[src/rtl/v_hier_sched_if.sv]
// Bus between v_hier_sched and its four requesters plus the shared lane datapath.
// slave  : the scheduler's side (consumes requests and lane result, drives grant/operand/response).
// master : the surrounding environment (requesters and lane datapath).
interface v_hier_sched_if;
  logic [3:0]  req;
  logic [15:0] req_avec;
  logic [3:0]  gnt;
  logic [3:0]  avec;
  logic        avec_vld;
  logic [3:0]  qvec;
  logic [3:0]  resp_q;
  logic        resp_vld;
  logic        busy;

  modport slave (
    input  req, req_avec, qvec,
    output gnt, avec, avec_vld, resp_q, resp_vld, busy
  );

  modport master (
    output req, req_avec, qvec,
    input  gnt, avec, avec_vld, resp_q, resp_vld, busy
  );
endinterface

[src/rtl/v_hier_sched.sv]
// v_hier_sched: round-robin scheduler sharing one lane datapath among four
// requesters. IDLE arbitrates, GRANT drives the winner's operand to the lane,
// RELEASE inserts one dead cycle before the next arbitration. The lane result
// comes back through a fixed one-cycle response register.
// Optional feature: define V_HIER_SCHED_TIMEOUT_EN to force a release after
// MAX_HOLD consecutive GRANT cycles.
module v_hier_sched #(
  parameter int unsigned MAX_HOLD = 8
) (
  input logic           clk,
  input logic           reset_l,
  v_hier_sched_if.slave bus
);

  typedef enum logic [1:0] {
    S_IDLE    = 2'd0,
    S_GRANT   = 2'd1,
    S_RELEASE = 2'd2
  } state_t;

  localparam logic [7:0] HOLD_LAST = 8'(MAX_HOLD - 1);
`ifdef V_HIER_SCHED_TIMEOUT_EN
  localparam bit TIMEOUT_EN = 1'b1;
`else
  localparam bit TIMEOUT_EN = 1'b0;
`endif

  state_t      r_state;
  state_t      w_next;
  logic [3:0]  r_gnt;
  logic [1:0]  r_last_winner;
  logic [7:0]  r_hold_cnt;
  logic [3:0]  r_resp_q_p1;
  logic        r_resp_vld_p1;

  logic [1:0]  w_winner;
  logic        w_any_req;
  logic        w_timeout;
  logic        w_release;
  logic [3:0]  w_avec;
  logic        w_avec_vld;
  logic        w_busy;

  // Round-robin search: the requester right after last_winner has top priority,
  // last_winner itself has the lowest; 2-bit index arithmetic wraps 3 -> 0.
  always_comb begin
    w_winner  = r_last_winner;
    w_any_req = |bus.req;
    for (int k = 4; k >= 1; k--) begin
      if (bus.req[r_last_winner + 2'(k)]) begin
        w_winner = r_last_winner + 2'(k);
      end
    end
  end

  // A grant ends when its owner drops req, or when the hold limit is reached.
  always_comb begin
    w_timeout = TIMEOUT_EN && (r_hold_cnt == HOLD_LAST);
    w_release = !bus.req[r_last_winner] || w_timeout;
  end

  // State register.
  always_ff @(posedge clk or negedge reset_l) begin
    if (!reset_l) begin
      r_state <= S_IDLE;
    end else begin
      r_state <= w_next;
    end
  end

  // Next-state logic; requests seen in RELEASE wait for IDLE.
  always_comb begin
    w_next = r_state;
    case (r_state)
      S_IDLE:    if (w_any_req) w_next = S_GRANT;
      S_GRANT:   if (w_release) w_next = S_RELEASE;
      S_RELEASE: w_next = S_IDLE;
      default:   w_next = S_IDLE;
    endcase
  end

  // Output logic: operand lane is driven only while a grant is active.
  always_comb begin
    w_avec     = 4'h0;
    w_avec_vld = 1'b0;
    w_busy     = (r_state != S_IDLE);
    if (r_state == S_GRANT) begin
      w_avec     = bus.req_avec[{r_last_winner, 2'b00} +: 4];
      w_avec_vld = 1'b1;
    end
  end

  // Grant, winner memory and hold counter; gnt is registered alongside the state.
  always_ff @(posedge clk or negedge reset_l) begin
    if (!reset_l) begin
      r_gnt         <= 4'h0;
      r_last_winner <= 2'd3;
      r_hold_cnt    <= 8'h00;
    end else begin
      case (r_state)
        S_IDLE: begin
          if (w_any_req) begin
            r_gnt         <= 4'b0001 << w_winner;
            r_last_winner <= w_winner;
            r_hold_cnt    <= 8'h00;
          end
        end
        S_GRANT: begin
          r_hold_cnt <= r_hold_cnt + 8'h01;
          if (w_release) r_gnt <= 4'h0;
        end
        default: r_gnt <= 4'h0;
      endcase
    end
  end

  // ---- stage p0 -> p1: lane result captured one cycle after the operand ----
  always_ff @(posedge clk or negedge reset_l) begin
    if (!reset_l) begin
      r_resp_q_p1   <= 4'h0;
      r_resp_vld_p1 <= 1'b0;
    end else begin
      r_resp_q_p1   <= bus.qvec;
      r_resp_vld_p1 <= w_avec_vld;
    end
  end

  assign bus.gnt      = r_gnt;
  assign bus.avec     = w_avec;
  assign bus.avec_vld = w_avec_vld;
  assign bus.resp_q   = r_resp_q_p1;
  assign bus.resp_vld = r_resp_vld_p1;
  assign bus.busy     = w_busy;

endmodule

[src/flat_wrapper.sv]
// flat-port wrapper written by rule: the top's interface ports become plain ports
module v_hier_sched_flat 
#(
  parameter int unsigned MAX_HOLD = 8
)
  (clk, reset_l, bus_req, bus_req_avec, bus_qvec, bus_gnt, bus_avec, bus_avec_vld, bus_resp_q, bus_resp_vld, bus_busy);
  v_hier_sched_if bus_i ();
  input logic clk;
  input logic reset_l;
  input wire logic [$bits(bus_i.req)-1:0] bus_req;
  input wire logic [$bits(bus_i.req_avec)-1:0] bus_req_avec;
  input wire logic [$bits(bus_i.qvec)-1:0] bus_qvec;
  output wire logic [$bits(bus_i.gnt)-1:0] bus_gnt;
  output wire logic [$bits(bus_i.avec)-1:0] bus_avec;
  output wire logic [$bits(bus_i.avec_vld)-1:0] bus_avec_vld;
  output wire logic [$bits(bus_i.resp_q)-1:0] bus_resp_q;
  output wire logic [$bits(bus_i.resp_vld)-1:0] bus_resp_vld;
  output wire logic [$bits(bus_i.busy)-1:0] bus_busy;
  assign bus_i.req = bus_req;
  assign bus_i.req_avec = bus_req_avec;
  assign bus_i.qvec = bus_qvec;
  assign bus_gnt = bus_i.gnt;
  assign bus_avec = bus_i.avec;
  assign bus_avec_vld = bus_i.avec_vld;
  assign bus_resp_q = bus_i.resp_q;
  assign bus_resp_vld = bus_i.resp_vld;
  assign bus_busy = bus_i.busy;
  v_hier_sched #(.MAX_HOLD(MAX_HOLD)) u_core (.clk(clk), .reset_l(reset_l), .bus(bus_i));
endmodule
[config.mk]
export PLATFORM = sky130hd
export DESIGN_NAME = v_hier_sched_flat
export DESIGN_NICKNAME = d
export VERILOG_FILES = /design/src/rtl/v_hier_sched_if.sv /design/src/rtl/v_hier_sched.sv /design/src/flat_wrapper.sv
export SDC_FILE = /design/constraint.sdc
export NUM_CORES = 1
export LEC_CHECK = 0
export ABC_AREA = 1
export BUFFER_PORTS_ARGS = -buffer_cell sky130_fd_sc_hd__buf_2
export CORE_MARGIN = 8
export CORE_UTILIZATION = 47
export DETAILED_ROUTE_END_ITERATION = 8
export GPL_TIMING_DRIVEN = 0
export PLACE_DENSITY = 0.87
export RECOVER_POWER = 25
export REMOVE_ABC_BUFFERS = 1
export SETUP_SLACK_MARGIN = 0.5
export SLEW_MARGIN = 40
export SYNTH_ARGS = -nofsm -noshare
export SYNTH_HDL_FRONTEND = slang
export SYNTH_SLANG_ARGS = --single-unit
[constraint.sdc]
create_clock -name clk -period 2.2 [get_ports clk]
set_input_delay 0.22 -clock clk [delete_from_list [all_inputs] [get_ports clk]]
set_output_delay 0.22 -clock clk [all_outputs]
set_load 0.01 [all_outputs]
==> results.txt, run 1 <==
- The detailed router placed 931 vias in this run.
- Post-Synthesis Cell Area: 818 µm²
- Average routed wire per standard cell: 14.1 µm
* Number of fillers in the final layout: 132
* Crit path DAT: 1.50 ns
* Clock Pin Slew Worst Setup and Hold Paths: 0.07 ns
* Hold path start: bus_qvec[0]
- Setup total negative slack on the finished layout was measured at 0 ns.
- Number of maximum-capacitance constraint violations: 0
- Slowest-stage cell, CP: dfstp_2
- 0 antenna diodes ended up in the layout.
- Pin count of the biggest net entering global routing: 14
- In this run, the number of DRC markers left after iteration 0 of detailed routing was 27.
- Cts bufs inserted: 3
* Remaining routing DRC violations: 0
* CTS tree: yes
- Derived from the worst setup path, the maximum achievable clock frequency is 580 MHz.
- X dimension of the die: 57.7 µm
* Finished layout cell area: 1130 µm²
* Wire length of the first global-routing pass: 4160 µm
- For this run, the register share of the synthesized area comes to 0.401.
* Largest fanout on the critical path: 5
- Run status: completed
* FF-to-FF Start: u_core.r_last_winner[0]$_DFFE_PN1P_
* Global-route congestion overflow total: 0
* Count of final hold-check violations: 0
- In this design, the stage delay of the slowest critical-path cell is 0.63 ns.
- Max_slew headroom: 0.540
- Total of warnings raised by yosys: 0
- Static leakage: 0.648 nW
- For the finished layout, the period the worst path requires is 1.72 ns.
- Number of H-tree branching levels: 1
* Buffers and inverters on the worst path: 2
* Nature of the critical path endpoint: primary output
* Power per Cell Area: 1460 nW/µm²
- Count of endpoints failing setup in the final report: 0
- Area added between synthesis and finish: 38.4%
* Final weighted congestion in routability-driven placement: 0.769
- The count of nets left with antenna violations once routing finished came out at 0.
- The first detailed-routing pass ran for 4 iterations.
* Final Net Count: 185
- Clock latency on the worst-skew pair, taken at its later pin, is 0.27 ns.
* Vertical extent of the die: 57.7 µm
- Row count: 15
- The clock passes through at most 2 buffers.
- The final count of pins violating max slew is 0.
- The tree is rooted in a clkbuf_4.
* Number of sinks driven by the clock tree: 13
- In this run the count of I/O pins placed on the die edge is 41.
- Clock skew on the completed layout was measured at 0.00183 ns.
* Die Footprint: 3330 µm²
- The worst setup path is launched from a register.
- Avg Synthesized Cell Area: 7.51 µm²
- Instance count of the mapped netlist: 109
* Post-placement cell area: 1000 µm²
* Total wire length after detailed routing: 2460 µm
- The tightest min-delay check is of the input port to register type.
- Post-route fraction of the period consumed by the critical path: 0.783
- Port buffering added 40 buffers.
- The number of antenna violations at the first check in global routing is 0.
- Setup repair after global routing could not meet its margin everywhere.
* Flops & latches, synth: 13
* Standard cell core area: 1690 µm²
- Cell class contributing the biggest share of worst-path delay: flip-flops
- Number of global-route vias before repair: 952
- Traced cell by cell, the critical path runs through buf_6 -> nor2_4 -> a22oi_2 -> a31oi_1 -> buf_2.
- Tracing the worst setup path back leads to its startpoint at u_core.r_last_winner[0]$_DFFE_PN1P_.
* Required time worst endpoint: 1.98 ns
* Worst voltage drop across the vdd grid: 0.778 mV
- For the pin with the worst max-slew slack, the measured transition is 0.689 ns.
- The number of different library cells used by synthesis comes to 20.
* GRT Total Usage: 0.156
- Vias per inst: 5.32
- In the final layout, the share of cells above drive strength 1 is 0.456.
- For this configuration, the core starts out at a cell density of 0.484.
- The setup path with the least slack is of type register to primary output.
- The wire-length estimate of the detail-placed layout is 1840 µm.
cell usage in the layout, fill, tap and decap left out:
| cell | instances |
|---|---|
| buf_4 | 6 |
| dfstp_2 | 2 |
| nand3_2 | 2 |
| buf_6 | 1 |
| o21ai_0 | 1 |
| clkbuf_1 | 2 |
| clkbuf_4 | 3 |
| a22oi_2 | 4 |
| nor2_1 | 4 |
| dlygate4sd3_1 | 1 |
| o21ai_2 | 2 |
| a31oi_1 | 4 |
| inv_2 | 3 |
| nor2_4 | 2 |
| dfrtp_1 | 11 |
| buf_2 | 39 |
| nand2_1 | 38 |
| nand2_4 | 2 |
| inv_1 | 10 |
| nand3_1 | 9 |
| inv_6 | 1 |
| nand2_2 | 5 |
| nand4_1 | 6 |
logic make-up (layout without fill, tap and decap cells):
| family | after synthesis | in the layout | share of synthesized area |
|---|---|---|---|
| buffers and inverters | 17 | 66 | 0.118 |
| AOI/OAI and AO/OA | 11 | 11 | 0.0856 |
| DFF | 13 | 13 | 0.401 |
| and+or+nand+nor | 68 | 68 | 0.396 |
where the power goes:
part	switching, mW	total (mW)	leakage [nW]	internal, mW
registers	0.0622	0.387	0.158	0.325
clock network	0.0754	0.146	0.0150	0.0703
logic	0.690	1.12	0.475	0.429
registers in the layout, indices dropped and copies added, names as in the netlist:
register / cells
u_core.bus.gnt: 4
u_core.bus.resp_q: 4
u_core.r_last_winner: 2
u_core.r_state: 2
u_core.bus.resp_vld: 1
what timing repair did:
action,4_1_cts,5_1_grt
setup buffers,6,1
hold buffers,1,0
hold endpoints to repair,11,0
endpoints found under the setup margin,4,9
pin swaps,3,5
gates resized for setup,8,5
per-layer routing:
metal / wire [µm] / share of wire / GRT usage / vias up
met5: 0 / 0 / 0 / -
met4: 57 / 0.023 / 0.0769 / 0
met3: 112 / 0.046 / 0.0265 / 9
met1: 928 / 0.38 / 0.163 / 442
li1: - / - / - / 455
met2: 1360 / 0.55 / 0.293 / 25
cells in the mapped netlist:
cell type   n  area (µm²)
nand2_4     2        22.5
o21ai_0     2        10.0
inv_6       1        8.76
nand2_2     5        31.3
nand4_1     6        37.5
a22oi_1     4        30.0
nand3_1     9        45.0
buf_12      1        20.0
inv_2       1        3.75
nor2_1      5        18.8
dfrtp_1    11         275
inv_1      12        45.0
dfstp_2     2        52.6
o21ai_1     1        5.00
a31oi_1     4        25.0
buf_6       1        11.3
nand3_2     2        20.0
buf_4       1        7.51
nand2_1    38         143
nor2_2      1        6.26
per-stage QoR:
step,instances,total power [mW],utilization,setup slack (ns),hold WS (ns)
floorplan,106,1.05,-,0.768,-0.0756
global placement,163,1.25,0.593,0.626,0.106
detailed placement,163,1.30,0.593,0.599,0.115
CTS,174,1.58,0.659,0.488,0.0476
global route,175,1.79,0.670,0.405,0.0335
finish,175,1.65,0.670,0.477,0.0486
final cells by class:
class	count	area, µm²	area share
Sequential cell	13	328	0.290
Timing Repair Buffer	48	265	0.234
Inverter	14	57.6	0.0508
Clock buffer	4	26.3	0.0232
Tap cell	17	21.3	0.0188
Multi-Input combinational cell	79	434	0.383
final timing paths:
| kind | end | depth (start not counted) | slack [ns] |
|---|---|---|---|
| max reg2reg | u_core.r_last_winner[0]$_DFFE_PN1P_ | 11 | 0.54 |
| max | bus_avec[2] | 5 | 0.48 |
| min | u_core.bus.resp_q[0]$_DFF_PN0_ | 1 | 0.05 |
| max in group asynchronous | u_core.bus.resp_q[0]$_DFF_PN0_ | 2 | 1.26 |
| min reg2reg | u_core.bus.resp_vld$_DFF_PN0_ | 1 | 0.48 |
| min in group asynchronous | u_core.bus.resp_q[3]$_DFF_PN0_ | 2 | 0.51 |
Power figures use the tool's default switching activity.
==> run 2: changes to the inputs <==
- ABC_AREA: 1 -> 0
- CORE_UTILIZATION: 47 -> 37
- PLACE_DENSITY: 0.87 -> 0.78
- clock period: 2.2 -> 1.5 ns (I/O delays scaled with it)
==> run 2 against run 1 <==
Compared with the run above: the flow now finishes with violations (negative setup slack); area after synthesis fell by 15%; worst setup slack got worse by 0.83 ns; count of clock-buffer cells in the layout did not move; first-iteration DRC count fell by 41%; register-to-register slack got worse by 0.84 ns; cell count fell by 27%; cell area fell by 8.2%; utilization fell by 7.5 points; wire length fell by 14%; global-route usage fell by 3.6 points; sequential share of layout area rose by 2.6 points; critical endpoint is now bus_avec[1]; largest cell class unchanged; largest power group unchanged.
==> results.txt, run 2 <==
- The floorplan die area is 3510 µm² (was 3330 µm²).
- Antenna cell count: 0 (unchanged)
- RSZ-0062 raised after global routing: yes (unchanged).
* Row count: 15 (unchanged)
- Avg Synthesized Cell Area: 12.8 µm² (was 7.51 µm²)
- Cell with the most instances after synthesis: dfrtp_1 (was nand2_1)
- I/O Pins: 41 (unchanged)
- The worst min-delay path endpoint was u_core.r_state[0]$_DFFE_PN0P_ (was u_core.bus.resp_q[0]$_DFF_PN0_).
* Worst Hold Margin: 0.403 ns (was 0.0486 ns)
- Dominant synthesized flop cell: dfrtp_1 (unchanged)
- Leading cell type in the layout, fill and taps excluded: buf_2 (unchanged)
- Pin count of the biggest net entering global routing: 14 (unchanged)
- The final net count was 130 (was 185).
- Initial drt markers: 16 (was 27)
* Crit path DAT: 1.71 ns (was 1.50 ns)
- The cell at the root of the clock tree is clkbuf_4 (unchanged).
- Commonest cells after routing, fill and taps aside: 34 x buf_2, 11 x dfrtp_1, 5 x mux4_2, 5 x dlygate4sd3_1, 5 x buf_6 (was 39 x buf_2, 38 x nand2_1, 11 x dfrtp_1).
- The total placed instance area came to 910 µm² (was 1000 µm²).
- The clock latency on the worst-skew pair came to 0.28 ns (was 0.27 ns).
* Total of warnings raised by yosys: 0 (unchanged)
- The leakage power is 0.520 nW (was 0.648 nW).
- Max-slew violations: 0 (unchanged)
- Post-synth EDFFs: 0 (unchanged)
* Startpoint types: register (unchanged)
- Via count: 665 (was 931)
* Average routed wire per standard cell: 16.4 µm (was 14.1 µm)
- The clock-pin transition on the worst setup and hold timing paths came to 0.07 ns (about the same).
- Cell depth of the worst hold path: 4 (was 1)
- Starting utilization of the core area: 0.397 (was 0.484)
- The number of antenna violations at the first check in global routing was 0 (unchanged).
- Number of sinks driven by the clock tree: 13 (unchanged)
- The count of buffers inserted at the top-level ports came to 40 (unchanged).
* Vias per inst: 5.20 (was 5.32)
- Finished layout cell area: 1040 µm² (was 1130 µm²)
- The combined area of all synthesized cells is 693 µm² (was 818 µm²).
- The max capacitance violation total came to 0 (unchanged).
- Synth top cells by count: 11 x dfrtp_1, 4 x and2_1, 4 x mux4_1, 4 x nand2b_1, 3 x o21ai_0 (was 38 x nand2_1, 12 x inv_1, 11 x dfrtp_1).
* Area added between synthesis and finish: 50.0% (was 38.4%)
- Worst slack at placement: -0.194 ns (was 0.599 ns)
- The proportion of layout cells with a drive suffix above 1 is 0.583 (was 0.456).
- First-pass DRT Iterations: 4 (unchanged)
- Post-route fraction of the period consumed by the critical path: 1.24
- The all-layer global routing usage was 0.120 (was 0.156).
* Power per Cell Area: 1840 nW/µm² (was 1460 nW/µm²)
- The sequential cell area fraction in the yosys report is 0.473 (was 0.401).
- Hold path start: bus_req[2] (was bus_qvec[0])
- The register-to-register path setup slack came to -0.30 ns (was 0.54 ns).
- Library cells used by synthesis: 26 (was 20)
* Worst Setup Slack, final: -0.356 ns (was 0.477 ns)
- Endpoint of the most critical register-to-register path: u_core.bus.gnt[0]$_DFFE_PN0P_ (was u_core.r_last_winner[0]$_DFFE_PN1P_)
* Required time worst endpoint: 1.35 ns (was 1.98 ns)
- Clock period minus worst slack: 1.86 ns
* Async set-reset flop share out of synthesis: 1.00 (unchanged)
* X dimension of the die: 59.3 µm (was 57.7 µm)
- Global-route congestion overflow total: 0 (unchanged)
- The setup skew after layout is 0.00175 ns (was 0.00183 ns).
- Worst Max-Slew Pin Slew: 0.670 ns (was 0.689 ns)
- Flops & latches, synth: 13 (unchanged)
- Derived from the worst setup path, the maximum achievable clock frequency is 539 MHz.
- Cell taking the most area after synthesis: dfrtp_1 (unchanged)
- Instance count of the mapped netlist: 54 (was 109)
* Placed wire-length estimate: 1540 µm (was 1840 µm)
- Number of H-tree branching levels: 1 (unchanged)
- FF-to-FF Start: u_core.r_last_winner[0]$_DFFE_PN1P_ (unchanged)
- Wire length of the first global-routing pass: 3190 µm (was 4160 µm)
- Nature of the critical path endpoint: primary output (unchanged)
- The last weighted congestion value of the routability-driven placer came to 0.793 (was 0.769).
* Remaining routing DRC violations: 0 (unchanged)
* Max_slew headroom: 0.554 (was 0.540)
* Vertical extent of the die: 59.3 µm (was 57.7 µm)
* Largest fanout on the critical path: 5 (unchanged)
- The final reports fail on negative setup slack.
- Synth top area share: 0.397 (was 0.336)
- The critical path start-end classification was register to primary output (unchanged).
- ANT nets after route: 0 (unchanged)
- Count of final hold-check violations: 0 (unchanged)
* Run status: finished with violations (was completed)
* Total wire length after detailed routing: 2110 µm (was 2460 µm)
- The core area came to 1750 µm² (was 1690 µm²).
- Worst Hold Class: input port to register (unchanged)
* Clock Path Buffers: 2 (unchanged)
- The path depth of the worst reg2reg path was 5 (was 11).
- Cts bufs inserted: 3 (unchanged)
- CTS tree: yes (unchanged)
- Biggest area contributors in the synthesized netlist: dfrtp_1 40%, mux4_1 15%, dfstp_2 7.6% (was dfrtp_1 34%, nand2_1 17%, dfstp_2 6.4%).
- Count of endpoints failing setup in the final report: 11 (was 0)
* Worst voltage drop across the vdd grid: 0.870 mV (was 0.778 mV)
* Number of global-route vias before repair: 689 (was 952)
==> run 2: cell types whose count changed after synthesis, sizes merged, moves of 4 or more <==
cell	change
a22oi	-4
nand4	-6
nand2	-41
nor2	-4
and2	+4
mux4	+5
a31oi	-4
nand2b	+4
inv	-13
nand3	-11
==> run 2: critical path, stage by stage, from the launching register on <==
cell	delay, ns
dfstp_2	0.62
mux4_2	0.51
and2_1	0.16
buf_2	0.14
==> run 2: cell families (layout without fill, tap and decap cells) <==
family / after synthesis / after routing / share of synthesized area
flip-flops: 13 / 13 / 0.473
AO/OA/AOI/OAI: 14 / 14 / 0.157
AND/OR/NAND/NOR: 19 / 19 / 0.159
multiplexers: 5 / 5 / 0.184
buffers and inverters: 3 / 52 / 0.0271
==> run 2: cell type report <==
| type | instances | area (µm²) |
|---|---|---|
| flip-flops and latches | 13 | 328 |
| clock buffers | 4 | 26.3 |
| well taps | 25 | 31.3 |
| fillers | 149 | 706 |
| repair buffers | 47 | 295 |
| multi-input cells | 38 | 355 |
| inverters | 1 | 3.75 |
==> run 2: how the worst max path moves through the flow <==
stage                                              startpoint                             to  slack (ns)  cells past startpoint
after global routing      u_core.r_last_winner[0]$_DFFE_PN1P_                    bus_avec[1]       -0.43                      3
after detailed placement  u_core.r_last_winner[0]$_DFFE_PN1P_  u_core.bus.gnt[0]$_DFFE_PN0P_       -0.19                      4
after floorplan           u_core.r_last_winner[0]$_DFFE_PN1P_  u_core.bus.gnt[0]$_DFFE_PN0P_       -0.09                      4
after global placement    u_core.r_last_winner[0]$_DFFE_PN1P_  u_core.bus.gnt[1]$_DFFE_PN0P_       -0.18                      4
after CTS                 u_core.r_last_winner[0]$_DFFE_PN1P_                    bus_avec[1]       -0.36                      3
final                     u_core.r_last_winner[0]$_DFFE_PN1P_                    bus_avec[1]       -0.36                      3
==> run 2: per-stage QoR <==
step / TNS, ns / total power, mW / utilization / instances
4_1_cts: -2.89 / 1.81 / 0.581 / 128
2_1_floorplan: -0.321 / 1.13 / - / 52
5_1_grt: -3.54 / 2.03 / 0.596 / 128
3_3_place_gp: -1.30 / 1.40 / 0.521 / 117
3_5_place_dp: -1.51 / 1.43 / 0.521 / 117
6_report: -2.72 / 1.91 / 0.596 / 128
==> run 2: power by group <==
group	total (mW)	leakage (nW)	internal [mW]	switching (mW)
clock network	0.214	0.0150	0.103	0.111
logic	1.08	0.347	0.620	0.463
registers	0.614	0.158	0.484	0.131
total	1.91	0.520	1.21	0.705
==> run 2: what timing repair did <==
action | 4_1_cts | 5_1_grt
resized for setup | 10 | 7
pin swaps | 5 | 1
gates cloned | 0 | 0
hold buffers | 5 | 0
endpoints found under the setup margin | 14 | 14
setup buffers | 2 | 0
hold endpoints to repair | 17 | 0
==> run 2: routing by layer <==
layer / up-vias / track usage / routed length, µm
li1: 301 / - / -
met1: 325 / 0.111 / 745
met2: 33 / 0.214 / 1110
met3: 6 / 0.0542 / 208
met4: 0 / 0.0648 / 37
met5: - / 0 / 0
==> run 3: changes to the inputs <==
- RECOVER_POWER: 25 -> not set
==> run 3 against run 2 <==
Compared with the run above: the run still ends with negative setup slack left; count of clock-buffer cells in the layout unchanged; flip-flop and latch count is the same; die area did not move; register-to-register slack is essentially flat; cell count stayed put.
==> results.txt, run 3 (synthesis results as in run 2) <==
- Crit path DAT: 1.71 ns (about the same)
- The worst slack after detailed placement was -0.194 ns (unchanged).
- Commonest cells after routing, fill and taps aside: 35 x buf_2, 11 x dfrtp_1, 5 x mux4_2, 5 x dlygate4sd3_1, 5 x buf_6 (was 34 x buf_2, 11 x dfrtp_1, 5 x mux4_2, 5 x dlygate4sd3_1, 5 x buf_6).
- Run status: finished with violations (unchanged).
- The final net count was 130 (unchanged).
- The critical path start-end classification is register to primary output (unchanged).
- The residual overflow from global routing was 0 (unchanged).
* Worst voltage drop across the vdd grid: 0.870 mV (about the same)
- The via count normalized by instance count is 5.21 (was 5.20).
- Nature of the critical path endpoint: primary output (unchanged)
- The setup skew after layout came to 0.00158 ns (was 0.00175 ns).
- The portion of the clock cycle consumed by the worst path in the final layout was 1.24 (about the same).
- The type of element launching the critical path was a register (unchanged).
- Count of final hold-check violations: 0 (unchanged)
* Routing usage on met1: 0.111 (unchanged)
* Count of endpoints failing setup in the final report: 11 (unchanged)
- Vertical extent of the die: 59.3 µm (unchanged)
- The boundary pin count is 41 (unchanged).
* Worst Hold Class: input port to async pin (was input port to register)
- The layer with the highest usage after global routing is met2 (unchanged).
* Max-slew violations: 0 (unchanged)
- Part of the total power dissipated in the clock network: 0.112 (about the same)
- The proportion of layout cells with a drive suffix above 1 was 0.592 (was 0.583).
- Max frequency: 539 MHz (about the same)
- First-pass DRT Iterations: 4 (unchanged)
- Worst Max-Slew Pin Slew: 0.437 ns (was 0.670 ns)
- The met2 routing resource usage after global routing is 0.214 (unchanged).
- The initial core utilization is 0.397 (unchanged).
- Standard cell core area: 1750 µm² (unchanged)
- The floorplan row count came to 15 (unchanged).
* Worst Hold Margin: 0.293 ns (was 0.403 ns)
* CTS tree: yes (unchanged)
- The count of buffers inserted at the top-level ports was 40 (unchanged).
* Power per Cell Area: 1840 nW/µm² (about the same)
* RSZ-0062 raised after global routing: yes (unchanged)
- The largest fanout of any net on the critical path is 5 (unchanged).
- The number of remaining DRC errors was 0 (unchanged).
- The total wirelength of the detailed-routed design came to 2120 µm (was 2110 µm).
- The detailed-route wire length per cell came to 16.5 µm (was 16.4 µm).
- The floorplan die area was 3510 µm² (unchanged).
- Placed wire-length estimate: 1540 µm (unchanged)
* Required time worst endpoint: 1.35 ns (about the same)
- Number of sinks driven by the clock tree: 13 (unchanged)
- Static leakage: 0.523 nW (was 0.520 nW)
- Fraction of power consumed by sequential logic: 0.322 (about the same)
- The H-tree level count was 1 (unchanged).
* Clock Tree Root: clkbuf_4 (unchanged)
* Initial drt markers: 16 (unchanged)
- The number of antenna violations at the first check in global routing is 0 (unchanged).
- Pin count of the biggest net entering global routing: 14 (unchanged)
* Antenna cell count: 0 (unchanged)
- X dimension of the die: 59.3 µm (unchanged)
- Clock period minus worst slack: 1.86 ns (about the same)
- Wire length of the first global-routing pass: 3190 µm (unchanged)
* Via count: 667 (was 665)
- Number of global-route vias before repair: 689 (unchanged)
- Clock Pin Slew Worst Setup and Hold Paths: 0.08 ns (was 0.07 ns)
- The number of buffers inserted during clock tree synthesis is 3 (unchanged).
- Proportion of power drawn by combinational gates: 0.566 (about the same)
* Clock Path Buffers: 2 (unchanged)
* Met3 Usage GRT: 0.0542 (unchanged)
- The minimum setup slack in the final design is -0.357 ns (was -0.356 ns).
- The cell total after placement was 117 (unchanged).
- Area added between synthesis and finish: 50.2% (was 50.0%)
- Clk Latency, worst-skew pair: 0.28 ns (about the same)
- Number of maximum-capacitance constraint violations: 0 (unchanged)
- The all-layer global routing usage was 0.120 (unchanged).
* Net Switching: 0.706 mW (was 0.705 mW)
- ANT nets after route: 0 (unchanged)
- Non-filler instance count after layout: 128 (unchanged)
- The normalized max-slew margin was 0.706 (was 0.554).
- Switching share of power: 0.369 (about the same)
- The leading cell type in the layout, fill and taps excluded is buf_2 (unchanged).
- Failing checks: negative setup slack (unchanged).
* Internal portion of total power: 1.21 mW (about the same)
- The last weighted congestion value of the routability-driven placer was 0.793 (unchanged).
[run 3: cell types whose count changed in the layout (fill, tap and decap cells not counted)]
cell      previous run  this run
clkbuf_1             2         1
buf_2               34        35
[run 3: per-stage QoR]
stage	area [µm²]	setup TNS, ns	power [mW]	util
final	1040	-2.73	1.91	0.596
after floorplan	678	-0.321	1.13	-
after global routing	1040	-3.54	2.03	0.596
after CTS	1010	-2.89	1.81	0.581
after detailed placement	910	-1.51	1.43	0.521
after global placement	910	-1.30	1.40	0.521
[run 3: metal layers]
| metal | vias to the layer above | routed length, µm |
|---|---|---|
| met5 | - | 0 |
| met4 | 0 | 37 |
| met3 | 6 | 208 |
| met2 | 33 | 1120 |
| met1 | 327 | 748 |
| li1 | 301 | - |
[run 3: cell type report]
type	count	area (µm²)
clock buffer	4	26.3
fill	148	704
inverter	1	3.75
multi-input combinational	38	355
sequential	13	328
tap	25	31.3
timing repair buffer	47	297
[run 3: path summary, 6_finish.rpt]
check	start	end	slack, ns	cells after the start
min in group clk	bus_req[2]	u_core.r_state[0]$_DFFE_PN0P_	0.40	4
hold reg to reg	u_core.bus.gnt[1]$_DFFE_PN0P_	u_core.bus.gnt[1]$_DFFE_PN0P_	0.50	1
setup reg to reg	u_core.r_last_winner[0]$_DFFE_PN1P_	u_core.bus.gnt[0]$_DFFE_PN0P_	-0.30	5
max in group asynchronous	reset_l	u_core.r_last_winner[0]$_DFFE_PN1P_	0.93	2
setup / recovery	u_core.r_last_winner[0]$_DFFE_PN1P_	bus_avec[1]	-0.36	3
hold / removal	reset_l	u_core.bus.resp_q[0]$_DFF_PN0_	0.29	2
[run 3: worst max-delay path, stage by stage (launching register included)]
cell and delay [ns]:
dfstp_2 0.62, mux4_2 0.51, and2_1 0.16, buf_2 0.14
[run 3: power by group through the flow]
stage	clock network, mW	logic (mW)	registers [mW]
6_report	0.215	1.08	0.615
5_1_grt	0.239	1.16	0.631
3_3_place_gp	0	0.793	0.608
4_1_cts	0.221	0.979	0.610
3_5_place_dp	0	0.818	0.616
2_1_floorplan	0	0.515	0.614
[run 3: what timing repair did]
action | 4_1_cts | 5_1_grt
resized for setup | 10 | 7
setup endpoints to repair | 14 | 14
gates cloned | 0 | 0
hold endpoints to repair | 17 | 0
pin swaps | 5 | 1
setup buffers | 2 | 0
hold buffers | 5 | 0
